`config.mk`:
```
export PLATFORM = sky130hd
export DESIGN_NAME = serial_two_bit_adder
export DESIGN_NICKNAME = d
export VERILOG_FILES = /design/src/rtl/serial_two_bit_adder_pkg.sv /design/src/rtl/full_adder_gatelevel_module.sv /design/src/rtl/two_bit_adder_slice.sv /design/src/rtl/serial_two_bit_adder.sv
export SDC_FILE = /design/constraint.sdc
export NUM_CORES = 1
export LEC_CHECK = 0
export ABC_AREA = 1
export ABC_CLOCK_PERIOD_IN_PS = 2000
export BUFFER_PORTS_ARGS = -buffer_cell sky130_fd_sc_hd__buf_2
export CORE_AREA = 2 2 72 74
export DETAILED_ROUTE_END_ITERATION = 10
export DIE_AREA = 0 0 74 76
export PLACE_DENSITY = 0.76
export SKIP_LAST_GASP = 1
export SYNTH_ARGS = -nofsm -noshare
export SYNTH_HDL_FRONTEND = slang
export SYNTH_HIERARCHICAL = 1
export SYNTH_SLANG_ARGS = --single-unit
```
`constraint.sdc`:
```
create_clock -name clk -period 2 [get_ports clk]
set_input_delay 0.4 -clock clk [delete_from_list [all_inputs] [get_ports clk]]
set_output_delay 0.4 -clock clk [all_outputs]
set_load 0.005 [all_outputs]
```
`src/rtl/serial_two_bit_adder_pkg.sv`:
```
// Shared types and sizing helpers for the serial two-bit-per-cycle adder.
package serial_two_bit_adder_pkg;

  typedef enum logic [1:0] {
    IDLE = 2'd0,
    RUN  = 2'd1,
    DONE = 2'd2
  } state_t;

  // One spare bit so the counter can represent STEPS itself.
  function automatic int cnt_width(input int steps);
    return $clog2(steps) + 1;
  endfunction

endpackage

```
`src/rtl/full_adder_gatelevel_module.sv`:
```
// One-bit full adder written as explicit gate equations.
module full_adder_gatelevel_module (
  input  logic a,
  input  logic b,
  input  logic cin,
  output logic sum,
  output logic cout
);

  logic a_xor_b;
  logic gen;
  logic prop;

  assign a_xor_b = a ^ b;
  assign sum     = a_xor_b ^ cin;
  assign gen     = a & b;
  assign prop    = a_xor_b & cin;
  assign cout    = gen | prop;

endmodule

```
`src/rtl/two_bit_adder_slice.sv`:
```
// Combinational 2-bit ripple slice; exposes the upper carry so it can be
// registered between digit cycles.
module two_bit_adder_slice (
  input  logic [1:0] a,
  input  logic [1:0] b,
  input  logic       cin,
  output logic [1:0] sum,
  output logic       cout
);

  logic c_mid;

  full_adder_gatelevel_module u_fa0 (
    .a    (a[0]),
    .b    (b[0]),
    .cin  (cin),
    .sum  (sum[0]),
    .cout (c_mid)
  );

  full_adder_gatelevel_module u_fa1 (
    .a    (a[1]),
    .b    (b[1]),
    .cin  (c_mid),
    .sum  (sum[1]),
    .cout (cout)
  );

endmodule

```
`src/rtl/serial_two_bit_adder.sv`:
```
// Multi-cycle WIDTH-bit adder retiring one 2-bit digit per clock.
//   state | meaning
//   IDLE  | waiting for operands, in_ready high
//   RUN   | adding one digit per cycle, carry held in c
//   DONE  | result presented, waiting for out_ready
module serial_two_bit_adder
  import serial_two_bit_adder_pkg::*;
#(
  parameter int WIDTH = 16
) (
  input  logic             clk,
  input  logic             reset,
  input  logic             in_valid,
  output logic             in_ready,
  input  logic [WIDTH-1:0] a,
  input  logic [WIDTH-1:0] b,
  input  logic             cin,
  output logic             out_valid,
  input  logic             out_ready,
  output logic [WIDTH-1:0] sum,
  output logic             cout
);

  localparam int STEPS = WIDTH / 2;
  localparam int CW    = cnt_width(STEPS);
  localparam logic [CW-1:0] LAST_STEP = CW'(STEPS - 1);

  if ((WIDTH < 2) || ((WIDTH % 2) != 0)) begin : g_width_check
    $error("serial_two_bit_adder: WIDTH must be even and >= 2");
  end

  state_t          state;
  state_t          state_next;
  logic [WIDTH-1:0] a_sh;
  logic [WIDTH-1:0] b_sh;
  logic [WIDTH-1:0] s_sh;
  logic [WIDTH-1:0] s_next;
  logic             c;
  logic [CW-1:0]    cnt;
  logic [1:0]       slice_sum;
  logic             slice_cout;

  two_bit_adder_slice u_slice (
    .a    (a_sh[1:0]),
    .b    (b_sh[1:0]),
    .cin  (c),
    .sum  (slice_sum),
    .cout (slice_cout)
  );

  // New digit enters at the top so after STEPS shifts digit 0 sits at bit 0.
  always_comb begin
    s_next = s_sh >> 2;
    s_next[WIDTH-1 -: 2] = slice_sum;
  end

  always_comb begin
    state_next = state;
    unique case (state)
      IDLE: if (in_valid) state_next = RUN;
      RUN:  if (cnt == LAST_STEP) state_next = DONE;
      DONE: if (out_ready) state_next = IDLE;
      default: state_next = IDLE;
    endcase
  end

  always_ff @(posedge clk) begin
    if (reset) begin
      state <= IDLE;
      a_sh  <= '0;
      b_sh  <= '0;
      s_sh  <= '0;
      c     <= 1'b0;
      cnt   <= '0;
    end else begin
      state <= state_next;
      unique case (state)
        IDLE: begin
          if (in_valid) begin
            a_sh <= a;
            b_sh <= b;
            c    <= cin;
            cnt  <= '0;
          end
        end
        RUN: begin
          a_sh <= a_sh >> 2;
          b_sh <= b_sh >> 2;
          s_sh <= s_next;
          c    <= slice_cout;
          cnt  <= cnt + 1'b1;
        end
        default: ;
      endcase
    end
  end

  // Reset gating keeps the handshakes quiet for the whole reset window.
  assign in_ready  = (state == IDLE) && !reset;
  assign out_valid = (state == DONE) && !reset;
  assign sum       = s_sh;
  assign cout      = c;

endmodule
```
==> impl_metrics.json <==
{
  "worst-path-max-fanout": 5,
  "cts_tree": "done",
  "start_util": 0.5056,
  "cts.sinks": 55,
  "drt_iter0_markers": 116,
  "grt_usage": 0.2074,
  "synth_top_area_frac": 0.4433,
  "synthFlopType": "dfxtp_1",
  "ir_drop_uv": 423.4,
  "reg2regPathDepth": 5,
  "yosys-top-cells-area": "dfxtp_1 44%, nor2_1 14%, nand2_1 12%, nand3_1 9.9%, inv_1 4.8%",
  "setup_violations": 0,
  "slew_headroom": 0.5511,
  "num_io_pins": 56,
  "pwr_density_cell_nw_per_um2": 814.9,
  "dpl.hpwl_mm": 3.706,
  "whs_endpoint": "b_sh[14]$_SDFFE_PP0P_",
  "numPortBuffers": 55,
  "rsz0062_at_grt": "no",
  "worstPathCellList": "inv_2 -> nor3_1 -> buf_2",
  "rows": 26,
  "vias_per_cell": 4.812,
  "timing.final.crit_share": 0.8219,
  "r2r_slack_ns": 0.44,
  "core-area_um2": 4912,
  "wl_mm": 5.473,
  "met1_usage": 0.2592,
  "cts_root_buffer": "clkbuf_8",
  "gp_congestion": 0.7754,
  "fin_crit_ns": 1.644,
  "cap_viol_max_count": 0,
  "die-area_um2": 5624,
  "hold_class": "input port to flop",
  "holdPathStages": 3,
  "fillCellCount": 500,
  "min-delay-start": "b[14]",
  "power_frac_comb": 0.207,
  "post_cts_buffers": 0,
  "p_int_uw": 1640,
  "slowest_stage": "dfxtp_1",
  "met3_usage": 0.04630,
  "layout-drive-gt1-share": 0.1863,
  "synth.most_common_cell": "nor2_1",
  "postSynthCellCount": 374,
  "status": "completed",
  "wire_per_inst_um": 11.08,
  "htreeDepth": 2,
  "p_switching_uw": 737.6,
  "syn_area_per_cell_um2": 6.641,
  "preCtsSetupSlack_ns": 0.08568,
  "grt_pass1_vias": 2204,
  "r2r-start": "state[1]$_SDFFE_PP0P_",
  "clockBufferDepth": 2,
  "clock_skew_ns": 0.004064,
  "gr-total-overflow": 0,
  "fin_cells": 494,
  "crit_required_ns": 1.60,
  "cellLeakagePower_uw": 0.001434,
  "r2r-end": "a_sh[15]$_SDFFE_PP0P_",
  "clock_latency_ns": 0.31,
  "grt_start_max_net_pins": 31,
  "startpoint_type": "flop",
  "slowest_delay_ns": 0.49,
  "final_hold_viol_count": 0,
  "syn_to_final_growth_pct": 17.48,
  "syn-cell-area_um2": 2484,
  "tns_ns": 0,
  "cp.arrival_ns": 1.24,
  "tightest_slew_ns": 0.6718,
  "netlist-cell-type-count": 18,
  "dr.pass1.iters": 4,
  "ys_ff_latch": 55,
  "clk_pin_slew_worst_paths_ns": 0.10,
  "p_sw_frac": 0.3102,
  "drc": 0,
  "synth-async-reset-ratio": 0,
  "path_class": "flop to primary output",
  "cp-end-kind": "primary output",
  "synth_commonest_cells": "93 x nor2_1, 79 x nand2_1, 55 x dfxtp_1",
  "clkPwrFrac": 0.265,
  "grtUsageMet2": 0.3571,
  "yosysTopAreaCell": "dfxtp_1",
  "vias": 2377,
  "crit_start": "state[1]$_SDFFE_PP0P_",
  "fp.dieW_um": 74,
  "final_nets": 463,
  "yosysSeqAreaShare": 0.4433,
  "grt_first_pass_wirelength_mm": 9.432,
  "synth_nets": 414,
  "fmax_mhz": 608.3,
  "place_inst": 486,
  "die_y_um": 76,
  "diodes": 0,
  "numCtsBuffers": 5,
  "yosysWarnings": 6,
  "ant_nets": 0,
  "grt_antenna_before_repair": 0,
  "pwr-share-seq": 0.528,
  "setup_ws_ns": 0.3562,
  "top_usage_layer": "met2",
  "drv_slew": 0,
  "synth-edff-count": 0
}
==> cells by family (layout without fill, tap and decap cells) <==
logic type / Yosys count / in the layout / share of synthesized area
simple gates: 226 / 226 / 0.3723
buf+inv: 59 / 109 / 0.1008
flops: 55 / 55 / 0.4433
compound gates: 31 / 31 / 0.06247
fa+ha+maj: 3 / 3 / 0.02116
==> cell usage in the layout (no fill, tap or decap) <==
cell type | netlist | routed
clkinvlp_4 | 0 | 2
ha_1 | 1 | 1
nor2_4 | 0 | 2
buf_2 | 11 | 55
o21ai_0 | 2 | 2
a21oi_1 | 11 | 11
buf_4 | 4 | 8
buf_12 | 0 | 1
inv_2 | 4 | 4
nor3_1 | 2 | 2
inv_6 | 0 | 1
nand2_4 | 1 | 1
o21ai_1 | 18 | 18
clkinv_1 | 1 | 1
fa_1 | 2 | 2
nand2_1 | 79 | 79
nor2_1 | 93 | 93
nand3_1 | 49 | 49
inv_1 | 32 | 32
clkbuf_8 | 0 | 5
dfxtp_1 | 55 | 55
==> worst max-delay path by stage <==
stage	slack, ns	to	cells after the start
after CTS	0.06	a_sh[15]$_SDFFE_PP0P_	5
final	0.36	out_valid	3
after floorplan	0.54	cout$_SDFFE_PP0P_	6
after global routing	0.23	out_valid	3
after detailed placement	0.09	a_sh[15]$_SDFFE_PP0P_	5
after global placement	0.15	a_sh[14]$_SDFFE_PP0P_	5
==> sequential cells by signal (all words and copies together), names as in the netlist <==
| signal | flops |
|---|---|
| a_sh | 16 |
| b_sh | 16 |
| cnt | 4 |
| cout | 1 |
| state | 2 |
| sum | 16 |
==> power groups by stage <==
stage	combinational (uW)	sequential, uW	clock, uW
5_1_grt	566	1270	693
6_report	493	1250	630
3_5_place_dp	495	1280	0
4_1_cts	496	1250	656
2_1_floorplan	341	1270	0
3_3_place_gp	486	1280	0
==> critical path: cells and delay by family (launching register included) <==
kind          cells  cell delay [ns]
flops             1             0.49
buf+inv           2             0.26
simple gates      1             0.18
==> timing repair <==
item                                    in CTS  in global routing
endpoints found under the hold margin        0                  0
resized for setup                            0                  1
endpoints found under the setup margin       0                  6
hold buffers                                 0                  0
==> cell type report <==
type,instances,area (um2),share of cell area
clock buffers,5,68.82,0.02358
clock inverters,3,23.77,0.008148
inverters,37,138.9,0.04760
multi-input cells,260,1142,0.3915
flip-flops and latches,55,1101,0.3774
well taps,70,87.58,0.03002
repair buffers,64,355.3,0.1218
==> routing by layer <==
layer	up-vias	part of all wire
li1	1248	-
met1	1063	0.45
met2	59	0.49
met3	7	0.051
met4	0	0.0097
met5	-	0
==> stage by stage <==
step | util | hold slack, ns | power [uW] | cell area, um2
finish | 0.5940 | 0.3281 | 2378 | 2918
global route | 0.5940 | 0.3392 | 2528 | 2918
CTS | 0.5930 | 0.3146 | 2407 | 2913
detailed placement | 0.5741 | 0.4675 | 1774 | 2820
global placement | 0.5741 | 0.4585 | 1762 | 2820
floorplan | - | 0.4454 | 1613 | 2484
Note: power is estimated with default switching activity, not from simulation.
